`src/rtl/cdb_arbiter_pkg.sv`:
```
// Shared CDB definitions: bus sizing, ROB tag width and the FU index map
// used by the CDB mux and its arbiter.
package cdb_arbiter_pkg;

   localparam int CDB_NUM_FU = 5;
   localparam int CDB_SEL_W  = 3;
   localparam int ROB_TAG_W  = 5;

   typedef enum logic [CDB_SEL_W-1:0] {
      ALU0   = 3'd0,
      ALU1   = 3'd1,
      MULT   = 3'd2,
      LSU    = 3'd3,
      BRANCH = 3'd4
   } fu_idx_e;

   function automatic int sel_bits_ok(input int n, input int w);
      return ((1 << w) >= n) ? 1 : 0;
   endfunction

endpackage

```
`src/rtl/cdb_arbiter_if.sv`:
```
// FU-side request/tag bundle and the registered CDB select outputs.
// master = FU/CDB side, slave = arbiter.
interface cdb_arbiter_if
   import cdb_arbiter_pkg::*;
#(
   parameter int NUM_FU = CDB_NUM_FU,
   parameter int SEL_W  = CDB_SEL_W,
   parameter int TAG_W  = ROB_TAG_W
);

   logic [NUM_FU-1:0]       fu_req;
   logic [NUM_FU*TAG_W-1:0] fu_rob_tag;
   logic [NUM_FU-1:0]       fu_grant;
   logic                    select_flag;
   logic [SEL_W-1:0]        select;
   logic [TAG_W-1:0]        rob_tag;

   modport master (
      output fu_req,
      output fu_rob_tag,
      input  fu_grant,
      input  select_flag,
      input  select,
      input  rob_tag
   );

   modport slave (
      input  fu_req,
      input  fu_rob_tag,
      output fu_grant,
      output select_flag,
      output select,
      output rob_tag
   );

endinterface

```
`src/rtl/cdb_arbiter_rr_picker.sv`:
```
// Combinational round-robin picker: first set bit of req_i at or above
// ptr_i, wrapping modulo N. Shared with the RS issue select.
module rr_picker #(
   parameter int N = 5,
   parameter int W = 3
) (
   input  logic [N-1:0] req_i,
   input  logic [W-1:0] ptr_i,
   output logic         found_o,
   output logic [W-1:0] idx_o
);

   localparam int       IW = $clog2(2 * N);
   localparam logic [W:0] NV = (W + 1)'(N);

   logic [2*N-1:0] dbl;
   logic [N-1:0]   rot;
   logic [W-1:0]   off;
   logic [W:0]     sum;

   assign dbl = {req_i, req_i};

   // Rotating a doubled copy turns the wrap into a plain low-first scan.
   always_comb begin
      rot = '0;
      for (int i = 0; i < N; i++) begin
         rot[i] = dbl[IW'(ptr_i) + IW'(i)];
      end
   end

   always_comb begin
      off = '0;
      for (int i = N - 1; i >= 0; i--) begin
         if (rot[i]) begin
            off = W'(i);
         end
      end
   end

   assign found_o = |rot;
   assign sum     = {1'b0, ptr_i} + {1'b0, off};
   assign idx_o   = (sum >= NV) ? W'(sum - NV) : sum[W-1:0];

endmodule

```
`src/rtl/cdb_arbiter.sv`:
```
// CDB arbiter: round-robin choice among completed FUs, one broadcast per
// cycle, with registered grant/select/tag outputs.
module cdb_arbiter
   import cdb_arbiter_pkg::*;
#(
   parameter int NUM_FU = CDB_NUM_FU,
   parameter int SEL_W  = CDB_SEL_W,
   parameter int TAG_W  = ROB_TAG_W
) (
   input  logic         clock,
   input  logic         reset,
   input  logic         flush,
   cdb_arbiter_if.slave bus
);

   localparam logic [SEL_W-1:0] LAST = SEL_W'(NUM_FU - 1);

   logic [SEL_W-1:0]  rr_ptr_q;
   logic [SEL_W-1:0]  rr_ptr_d;
   logic [NUM_FU-1:0] grant_q;
   logic [NUM_FU-1:0] grant_d;
   logic              flag_q;
   logic              flag_d;
   logic [SEL_W-1:0]  sel_q;
   logic [SEL_W-1:0]  sel_d;
   logic [TAG_W-1:0]  tag_q;
   logic [TAG_W-1:0]  tag_d;

   logic [NUM_FU-1:0] elig;
   logic              found;
   logic [SEL_W-1:0]  win;

   // The FU on the bus still holds its request; keep it out of the race.
   assign elig = bus.fu_req & ~grant_q;

   rr_picker #(
      .N (NUM_FU),
      .W (SEL_W)
   ) u_pick (
      .req_i   (elig),
      .ptr_i   (rr_ptr_q),
      .found_o (found),
      .idx_o   (win)
   );

   always_comb begin
      grant_d  = '0;
      flag_d   = 1'b0;
      sel_d    = '0;
      tag_d    = '0;
      rr_ptr_d = rr_ptr_q;
      if (found) begin
         grant_d  = NUM_FU'(1) << win;
         flag_d   = 1'b1;
         sel_d    = win;
         tag_d    = bus.fu_rob_tag[win*TAG_W +: TAG_W];
         rr_ptr_d = (win == LAST) ? '0 : win + 1'b1;
      end
   end

   always_ff @(posedge clock) begin
      if (reset) begin
         grant_q  <= '0;
         flag_q   <= 1'b0;
         sel_q    <= '0;
         tag_q    <= '0;
         rr_ptr_q <= '0;
      end else if (flush) begin
         grant_q  <= '0;
         flag_q   <= 1'b0;
         sel_q    <= '0;
         tag_q    <= '0;
      end else begin
         grant_q  <= grant_d;
         flag_q   <= flag_d;
         sel_q    <= sel_d;
         tag_q    <= tag_d;
         rr_ptr_q <= rr_ptr_d;
      end
   end

   assign bus.fu_grant    = grant_q;
   assign bus.select_flag = flag_q;
   assign bus.select      = sel_q;
   assign bus.rob_tag     = tag_q;

endmodule

```
`src/flat_wrapper.sv`:
```
// flat-port wrapper written by rule: the top's interface ports become plain ports
module cdb_arbiter_flat import cdb_arbiter_pkg::*;
#(
   parameter int NUM_FU = CDB_NUM_FU,
   parameter int SEL_W  = CDB_SEL_W,
   parameter int TAG_W  = ROB_TAG_W
)
  (clock, reset, flush, bus_fu_req, bus_fu_rob_tag, bus_fu_grant, bus_select_flag, bus_select, bus_rob_tag);
  cdb_arbiter_if #(.NUM_FU(NUM_FU), .SEL_W(SEL_W), .TAG_W(TAG_W)) bus_i ();
  input  logic clock;
  input  logic reset;
  input  logic flush;
  input wire logic [$bits(bus_i.fu_req)-1:0] bus_fu_req;
  input wire logic [$bits(bus_i.fu_rob_tag)-1:0] bus_fu_rob_tag;
  output wire logic [$bits(bus_i.fu_grant)-1:0] bus_fu_grant;
  output wire logic [$bits(bus_i.select_flag)-1:0] bus_select_flag;
  output wire logic [$bits(bus_i.select)-1:0] bus_select;
  output wire logic [$bits(bus_i.rob_tag)-1:0] bus_rob_tag;
  assign bus_i.fu_req = bus_fu_req;
  assign bus_i.fu_rob_tag = bus_fu_rob_tag;
  assign bus_fu_grant = bus_i.fu_grant;
  assign bus_select_flag = bus_i.select_flag;
  assign bus_select = bus_i.select;
  assign bus_rob_tag = bus_i.rob_tag;
  cdb_arbiter #(.NUM_FU(NUM_FU), .SEL_W(SEL_W), .TAG_W(TAG_W)) u_core (.clock(clock), .reset(reset), .flush(flush), .bus(bus_i));
endmodule
```
`config.mk`:
```
export PLATFORM = sky130hd
export DESIGN_NAME = cdb_arbiter_flat
export DESIGN_NICKNAME = d
export VERILOG_FILES = /design/src/rtl/cdb_arbiter_pkg.sv /design/src/rtl/cdb_arbiter_if.sv /design/src/rtl/cdb_arbiter_rr_picker.sv /design/src/rtl/cdb_arbiter.sv /design/src/flat_wrapper.sv
export SDC_FILE = /design/constraint.sdc
export NUM_CORES = 1
export LEC_CHECK = 0
export CAP_MARGIN = 20
export CORE_MARGIN = 3
export CORE_UTILIZATION = 54
export CTS_CLUSTER_DIAMETER = 40
export CTS_CLUSTER_SIZE = 14
export DETAILED_ROUTE_END_ITERATION = 16
export PLACE_DENSITY_LB_ADDON = 0.2
export SYNTH_ARGS = -nofsm -noshare
export SYNTH_HDL_FRONTEND = slang
export SYNTH_SLANG_ARGS = --single-unit
```
`constraint.sdc`:
```
create_clock -name clock -period 8.45 [get_ports clock]
set_input_delay 1.69 -clock clock [delete_from_list [all_inputs] [get_ports clock]]
set_output_delay 1.69 -clock clock [all_outputs]
set_load 0.05 [all_outputs]
```
Yosys cells after proc, flatten, opt, wreduce, memory -nomap -nowiden
Cells that the tools add are included.
{"block": "op_classes", "n_addsub": 7, "bitwise_logic": 4, "muxes": 18, "mul": 1, "reduce_logical": 4, "eq_ne": 1, "shifts": 2, "order_cmp": 6}
{"operator": "$shiftx A25 B7 Y5", "count": 1}
{"operator": "$mux W3", "count": 7}
{"operator": "$lt A4 B5 Y1 const B", "count": 4}
{"operator": "$bmux W1 S4", "count": 4}
{"operator": "$add A3 B2 Y4 const B", "count": 2}
{"operator": "$mul A3 B3 Y6 const B", "count": 1}
{"operator": "$mux W1", "count": 6}
{"operator": "$and A5 B5 Y5", "count": 1}
{"operator": "$lt A3 B5 Y1 const B", "count": 1}
{"operator": "$not A5 Y5", "count": 1}
{"operator": "$reduce_or A5 Y1", "count": 1}
{"operator": "$shl A1 B3 Y5 const A", "count": 1}
{"operator": "$add A3 B1 Y4 const B", "count": 1}
{"operator": "$add A3 B3 Y4", "count": 1}
{"operator": "$add A3 B3 Y4 const B", "count": 1}
{"operator": "$ge A4 B3 Y1 const B", "count": 1}
{"operator": "$add A3 B1 Y3 const B", "count": 1}
{"operator": "$bmux W1 S3", "count": 1}
{"operator": "$eq A3 B3 Y1 const B", "count": 1}
{"operator": "$reduce_or A3 Y1", "count": 1}
{"operator": "$sub A3 B3 Y3 const B", "count": 1}
{"operator": "$not A1 Y1", "count": 2}
{"operator": "$reduce_and A2 Y1", "count": 1}
{"operator": "$reduce_or A2 Y1", "count": 1}
{"block": "totals", "ff_bits": 17, "out_inout_bits": 14, "in_bits": 33}

Depth between registers and ports, before layout
Gate-level depths: netlist of the first run.
{"block": "logic_depth", "word_depth": 14, "ltp_mapped": 22, "ltp_nobuf": 18}

By module
A second synthesis of the first run with hierarchy kept.
{"block": "hier_totals", "hier_cells": 144, "hier_area_um2": 1452.6}
{"mod": "cdb_arbiter", "area_per_inst_um2": 739.5, "seq_area_each_um2": 340.3, "instances": 1, "cells_each": 63}
{"mod": "rr_picker", "area_per_inst_um2": 713.2, "seq_area_each_um2": 0.0, "instances": 1, "cells_each": 81}

Worst setup path before layout of the first run
OpenSTA, ideal clock, no wires.
{"block": "synth_path", "path_type": "input -> register", "from": "in bus_fu_req[0]", "to": "reg u_core.tag_q[4] (netlist: u_core.bus.rob_tag[4])", "slack_ps": 2898, "path_stages": 17, "path_buffers": 3, "arrival_ps": 5432, "t_required_ps": 8330, "cell_sequence": "nor2b_1 mux2i_1 a2111oi_0 nor4_1 a21oi_1 nor2_1 ha_1 fa_1 clkbuf_1 inv_1 ha_1 clkbuf_1 clkbuf_1 mux2i_1 mux2i_1 a22oi_1 a21oi_2"}
{"block": "synth_via", "elab_chain_cells": 13}
{"item": "start, declared", "line_no": "flat_wrapper.sv:13", "text": "input wire logic [$bits(bus_i.fu_req)-1:0] bus_fu_req;"}
{"item": "$and A5 B5 Y5 *", "line_no": "cdb_arbiter.sv:34", "text": "assign elig = bus.fu_req & ~grant_q;"}
{"item": "$bmux W1 S4", "line_no": "cdb_arbiter_rr_picker.sv:27", "text": "rot[i] = dbl[IW'(ptr_i) + IW'(i)];"}
{"item": "$mux W1 (not written as such)", "line_no": "cdb_arbiter_rr_picker.sv:27"}
{"item": "$mux W3 (5 in a row)", "line_no": "cdb_arbiter_rr_picker.sv:34", "text": "if (rot[i]) begin"}
{"item": "$add A3 B3 Y4", "line_no": "cdb_arbiter_rr_picker.sv:41", "text": "assign sum = {1'b0, ptr_i} + {1'b0, off};"}
{"item": "$ge A4 B3 Y1 / $sub A3 B3 Y3 (equally long branches)", "line_no": "cdb_arbiter_rr_picker.sv:42", "text": "assign idx_o = (sum >= NV) ? W'(sum - NV) : sum[W-1:0];"}
{"item": "$mux W3", "line_no": "cdb_arbiter_rr_picker.sv:42"}
{"item": "$mul A3 B3 Y6", "line_no": "cdb_arbiter.sv:56", "text": "tag_d = bus.fu_rob_tag[win*TAG_W +: TAG_W];"}
{"item": "$shiftx A25 B7 Y5", "line_no": "cdb_arbiter.sv:56"}
{"item": "end signal, assigned", "line_no": "cdb_arbiter.sv:77", "text": "tag_q <= tag_d;"}
{"item": "end, declared", "line_no": "cdb_arbiter.sv:26", "text": "logic [TAG_W-1:0] tag_q;"}
Every way passes the cells marked *; elsewhere a longest branch is shown, timed or not. The select of a mux whose other input is x is not followed.
A chain may end at the register's enable or synchronous reset.

Worst setup path in the final report of the first run
{"block": "layout_path", "from": "in bus_fu_req[0]", "to": "reg u_core.tag_q[2] (netlist: u_core.bus.rob_tag[2])"}
Same word-level chain as after synthesis.

==> out/results.tsv, run 1 <==
stage	metric	value	unit
detailed_routing	remaining_drc_errors	0	
clock_network	cts.reportedPaths.clkPinSlew	90	ps
detailed_routing	detailroute.via_count	1780	
grt	antenna_found_initial	0	
setup_path	ff2ff_path_depth	18	
outcome	status	finished clean	
clock_network	postCtsSetupRepairBufs	0	
grt	use_met3	3.93	%
timing	hold_viol	0	
detailed_routing	drt_iter0_drc	133	
grt	grt_pass1_vias	1671	
grt	gr-usage-all-layers	21.6	%
yosys	synthesis.nets	261	
setup_path	worst-r2r-setup-slack	2570	ps
timing	totalNegativeSetupSlack	0	ps
timing	maxSlewHeadroom	45.6	%
yosys	synth.ff_latch_count	17	
clock_network	hold_buffers	0	
timing	clock.fmax	148	MHz
setup_path	timing.critical_path.to	u_core.bus.rob_tag[2]	
clock_network	cts_root_buf	clkbuf_4	
yosys	syn-cell-area	1920	um2
grt	grt_busiest_layer	met2	
cells_and_area	most-common-layout-cells	46 x clkdlybuf4s50_1, 35 x mux2i_1, 17 x dfxtp_1, 11 x nor2_1, 11 x nand2_1	
placement	io_buffer_count	46	
clock_network	htree_levels	1	
timing	final_period_minus_worst_setup_slack	6760	ps
die	die_height	65.6	um
setup_path	crit-reg2reg-capture	u_core.bus.rob_tag[2]	
timing	skew_final	0.990	ps
yosys	async_reset_ff_share	0	%
grt	gr-total-overflow	0	
die	core	3390	um2
setup_path	required_time_of_the_critical_path	8600	ps
setup_path	setup.worst_path.start	bus_fu_req[0]	
timing	layout_worst_path_cycle_share	80.0	%
setup_path	start_kind	input port	
yosys	postSynthCellCount	218	
timing	worst_slew_pin_slew	813	ps
clock_network	clock_insertion_delay_worst_skew	290	ps
cells_and_area	antenna-diode-count	0	
cells_and_area	layout.cells.most_common	clkdlybuf4s50_1	
yosys	number_of_synthesized_flops_with_an_enable_pin	0	
cells_and_area	postLayoutCellArea	2390	um2
die	io_pins	47	
setup_path	critPathKind	input port to register	
yosys	synth_area_per_cell	8.79	um2
cells_and_area	syn_to_final_growth	24.6	%
placement	routabilityCongestion	0.872	
grt	wire_length_of_the_first_global_routing_pass	7310	um
setup_path	crit_path_end_kind	register	
timing	finalSetupViolations	0	
placement	detailed_place.area	2360	um2
die	fp-row-count	21	
setup_path	crit-reg2reg-launch	u_core.rr_ptr_q[1]	
grt	pin_count_of_the_biggest_net_entering_global_routing	25	
clock_network	cts_buffer_depth	2	
detailed_routing	drt.antenna.violating_nets	0	
clock_network	cts_buf_count	3	
detailed_routing	routed_wl	4440	um
timing	grt_setup_unrepaired	false	
die	chipWidth	65.6	um
yosys	synth-seq-area-share	17.8	%
setup_path	cp_max_fo	14	
yosys	ys_types	58	
placement	place_worst_setup_slack	1390	ps
detailed_routing	detail_route.wl_per_cell	14.7	um
flow_run	drv_cap	0	
clock_network	tritoncts	done	
setup_path	crit_arrival	6910	ps
die	dieArea	4300	um2
cells_and_area	num-nets-final	299	
detailed_routing	detail_route.first_pass.iterations	4	
cells_and_area	drive_above_1_share	11.4	%
timing	max_slew_vio_count	0	
yosys	synthFlopType	dfxtp_1	
die	floorplan.initialDensity	56.5	%
clock_network	clock_sink_count	17	
grt	groute.layer.met2.usage	39.7	%
worst_hold_path	timing.hold.worst.class	register to register	
grt	globalRouteMet1Util	24.9	%
timing	timing.final.ws_setup	1690	ps
clock_network	cts_repair_resize_count	0	
cells_and_area	final_core_util	70.4	%
yosys	synthesis.yosys.warnings	0	
placement	detailed_place_hpwl	3550	um
detailed_routing	post_drt_via_cell_ratio	5.91	
==> stage by stage <==
step / hold WS, ps / std cells
finish: 745 / 301
detailed placement: 740 / 297
floorplan: 654 / 218
global route: 810 / 301
CTS: 751 / 301
global placement: 723 / 297
==> critical path, stage by stage <==
cell             delay [ps]
clkdlybuf4s50_1         450
nor2b_1                 420
a211oi_1                140
a2111oi_0               550
nor4_1                  100
a21oi_1                 160
nor2_1                   50
ha_1                    230
fa_1                    960
inv_1                   260
ha_1                    310
nand2b_1                160
o211a_1                 260
nor2_1                  610
nor2_1                  210
a22oi_1                 280
a21oi_2                  80
==> routing by layer <==
metal,vias up,part of all wire [%]
met4,0,1.6
met1,829,42
met5,-,0
met3,7,4.2
li1,895,-
met2,49,52
==> Yosys cell counts, types with 3 or more instances <==
library cell / instances / share of area, %
xnor2_1: 4 / 1.8
and3b_2: 3 / 1.6
dfxtp_1: 17 / 18
inv_1: 7 / 1.4
nor2_1: 11 / 2.2
nand3_1: 5 / 1.3
o211ai_1: 7 / 2.7
a21oi_1: 10 / 2.6
a211oi_1: 3 / 1.2
nor3b_1: 7 / 2.7
a22oi_1: 5 / 2.0
ha_1: 9 / 5.9
clkbuf_1: 6 / 1.2
nor2b_1: 3 / 0.98
mux2i_1: 35 / 18
nor2_2: 4 / 1.3
nor3_1: 6 / 1.6
nand2b_1: 4 / 1.3
or2_2: 3 / 0.98
a21oi_2: 5 / 2.3
nand2_1: 11 / 2.2
==> area by class of cell <==
| class | count | area (um2) |
|---|---|---|
| multi-input cells | 179 | 1470 |
| flip-flops and latches | 17 | 340 |
| inverters | 9 | 33.8 |
| well taps | 46 | 57.6 |
| repair buffers | 46 | 460 |
| fillers | 273 | 1000 |
| clock buffers | 4 | 26.3 |
==> cells by family after synthesis <==
group,synth area share [%]
adder cells (fa/ha/maj),6.92
buffers and inverters,5.62
AO/OA/AOI/OAI,23.6
AND/OR/NAND/NOR,22.7
XOR/XNOR,2.74
flip-flops,17.8
multiplexers,20.6
==> sequential cells by signal (all words and copies together), names as in the netlist <==
name / count
u_core.bus.fu_grant: 5
u_core.bus.rob_tag: 5
u_core.bus.select: 3
u_core.bus.select_flag: 1
u_core.rr_ptr_q: 3
==> how the worst min path moves through the flow <==
stage | from | endpoint | slack, ps | depth (start not counted)
after global placement | u_core.rr_ptr_q[2] | u_core.rr_ptr_q[2] | 720 | 2
after global routing | u_core.rr_ptr_q[2] | u_core.rr_ptr_q[2] | 810 | 2
after floorplan | u_core.rr_ptr_q[2] | u_core.rr_ptr_q[2] | 650 | 3
after CTS | u_core.rr_ptr_q[2] | u_core.rr_ptr_q[2] | 750 | 2
after detailed placement | u_core.rr_ptr_q[2] | u_core.rr_ptr_q[2] | 740 | 2
final | u_core.rr_ptr_q[2] | u_core.rr_ptr_q[2] | 740 | 2
Power of run 1 is left out: the tool's default activity adds up to more than one toggle a clock period on the data nets, which glitch-free logic cannot reach.
==> inputs of run 2 (changes only) <==
--- a/config.mk
+++ b/config.mk
@@ -7,7 +7,7 @@
 export LEC_CHECK = 0
 export CAP_MARGIN = 20
 export CORE_MARGIN = 3
-export CORE_UTILIZATION = 54
+export CORE_UTILIZATION = 45
 export CTS_CLUSTER_DIAMETER = 40
 export CTS_CLUSTER_SIZE = 14
 export DETAILED_ROUTE_END_ITERATION = 16
==> constraint.sdc (replaced) <==
create_clock -name clock -period 6.1 [get_ports clock]
set_input_delay 1.22 -clock clock [delete_from_list [all_inputs] [get_ports clock]]
set_output_delay 1.22 -clock clock [all_outputs]
set_load 0.05 [all_outputs]
==> out/results.tsv, run 2 (same netlist as run 1, synthesis figures left out) <==
stage	metric	value	unit	change
die	core	4060	um2	was 3390 um2
timing	totalNegativeSetupSlack	0	ps	unchanged
timing	worst_slew_pin_slew	811	ps	was 813 ps
timing	skew_final	0.760	ps	was 0.990 ps
grt	wire_length_of_the_first_global_routing_pass	7580	um	was 7310 um
setup_path	cp_max_fo	14		unchanged
grt	antenna_found_initial	0		unchanged
setup_path	critical-path-top-delay-family	compound AO/OA/AOI/OAI gates		was simple AND/OR/NAND/NOR gates
timing	maxSlewHeadroom	45.8	%	was 45.6%
setup_path	cell_breakdown_of_the_critical_path	clkdlybuf4s50_1 > nor2b_1 > a211oi_1 > a2111oi_0 > or4_4 > nor2_1 > nor3_1 > fa_1 > inv_1 > ha_1 > nand2b_1 > a32oi_1 > and2_1 > buf_4 > mux2i_1 > a22oi_1 > a21oi_2		was clkdlybuf4s50_1 > nor2b_1 > a211oi_1 > a2111oi_0 > nor4_1 > a21oi_1 > nor2_1 > ha_1 > fa_1 > inv_1 > ha_1 > nand2b_1 > o211a_1 > nor2_1 > nor2_1 > a22oi_1 > a21oi_2
outcome	status	finished clean		unchanged
placement	routabilityCongestion	0.878		was 0.872
flow_run	drv_cap	0		unchanged
clock_network	htree_levels	1		unchanged
timing	layout_worst_path_cycle_share	90.5	%	
clock_network	clock_insertion_delay_worst_skew	250	ps	was 290 ps
detailed_routing	detailroute.via_count	1799		was 1780
clock_network	tritoncts	done		unchanged
clock_network	cts_root_buf	clkbuf_8		was clkbuf_4
placement	detailed_place_hpwl	3560	um	was 3550 um
detailed_routing	remaining_drc_errors	0		unchanged
timing	hold_viol	0		unchanged
cells_and_area	most-common-layout-cells	46 x clkdlybuf4s50_1, 35 x mux2i_1, 17 x dfxtp_1, 11 x nor2_1, 11 x nand2_1		unchanged
clock_network	cts_repair_resize_count	0		unchanged
timing	final_period_minus_worst_setup_slack	5520	ps	
die	dieArea	5080	um2	was 4300 um2
clock_network	cts_buf_count	3		unchanged
grt	grt_pass1_vias	1699		was 1671
setup_path	critPathMaxStageDelay	550	ps	was 960 ps
cells_and_area	drive_above_1_share	13.4	%	was 11.4%
cells_and_area	num-nets-final	305		was 299
setup_path	cpMaxStageDelayCell	a2111oi_0		was fa_1
timing	clock.fmax	181	MHz	
detailed_routing	detail_route.wl_per_cell	14.5	um	was 14.7 um
clock_network	cts_buffer_depth	2		unchanged
detailed_routing	detail_route.first_pass.iterations	4		unchanged
worst_hold_path	timing.hold.worst.class	register to register		unchanged
timing	finalSetupViolations	0		unchanged
die	die_height	71.2	um	was 65.6 um
die	chipWidth	71.2	um	was 65.6 um
setup_path	critPathKind	input port to register		unchanged
timing	grt_setup_unrepaired	false		unchanged
cells_and_area	antenna-diode-count	0		unchanged
grt	gr-usage-all-layers	18.0	%	was 21.6%
clock_network	hold_buffers	0		unchanged
die	fp-row-count	23		was 21
clock_network	postCtsSetupRepairBufs	0		unchanged
placement	io_buffer_count	46		unchanged
die	io_pins	47		unchanged
grt	gr-total-overflow	0		unchanged
setup_path	worstPathBufferInverterCount	3		was 2
detailed_routing	routed_wl	4520	um	was 4440 um
setup_path	crit_arrival	5620	ps	was 6910 ps
cells_and_area	layout.filler_cells	368		was 273
setup_path	start_kind	input port		unchanged
setup_path	required_time_of_the_critical_path	6200	ps	was 8600 ps
setup_path	crit_path_end_kind	register		unchanged
cells_and_area	layout.cells.most_common	clkdlybuf4s50_1		unchanged
clock_network	cts.reportedPaths.clkPinSlew	60	ps	was 90 ps
detailed_routing	drt_iter0_drc	124		was 133
timing	max_slew_vio_count	0		unchanged
grt	pin_count_of_the_biggest_net_entering_global_routing	25		unchanged
cells_and_area	syn_to_final_growth	28.2	%	was 24.6%
detailed_routing	drt.antenna.violating_nets	0		unchanged
clock_network	clock_sink_count	17		unchanged
detailed_routing	post_drt_via_cell_ratio	5.78		was 5.91
die	floorplan.initialDensity	47.2	%	was 56.5%
-- run 2: cell count changes in the layout (fill, tap and decap cells not counted), sizes merged --
cell / delta
buf: +6
-- run 2: layout make-up --
type | instances | area [um2] | area share, %
Inverter | 9 | 33.8 | 1.38
Multi-Input combinational cell | 179 | 1470 | 59.8
Tap cell | 50 | 62.6 | 2.55
Clock buffer | 4 | 45.0 | 1.83
Timing Repair Buffer | 52 | 505 | 20.6
Sequential cell | 17 | 340 | 13.9
-- run 2: tightest hold or removal path, delay by kind of cell, from the launching register on --
kind | cells | cell delay [ps]
flops | 1 | 520
simple gates | 1 | 140
mux | 1 | 60
-- run 2: per-layer routing --
layer  vias to the layer above  part of all wire [%]  GRT usage (%)
li1                        911                     -              -
met1                       837                    49           27.1
met2                        49                    45           26.9
met3                         2                   5.6           2.66
met4                         0                  0.33           4.18
met5                         -                     0              0
-- run 2: metrics by stage --
step	instance area [um2]	setup WS, ps	cells	hold WS [ps]	util (%)
after global routing	2450	118	311	836	60.5
after detailed placement	2410	336	307	766	59.4
after floorplan	1920	1020	218	654	-
after global placement	2410	437	307	741	59.4
after CTS	2450	584	311	773	60.5
final	2450	578	311	767	60.5
-- run 2: worst paths after layout --
kind,slack (ps),to,from,cells after the start
min,770,u_core.rr_ptr_q[2],u_core.rr_ptr_q[2],2
min reg2reg,770,u_core.rr_ptr_q[2],u_core.rr_ptr_q[2],2
max reg2reg,950,u_core.bus.rob_tag[2],u_core.rr_ptr_q[1],18
max,580,u_core.bus.rob_tag[2],bus_fu_req[0],17
Power of run 2 is left out for the same reason.
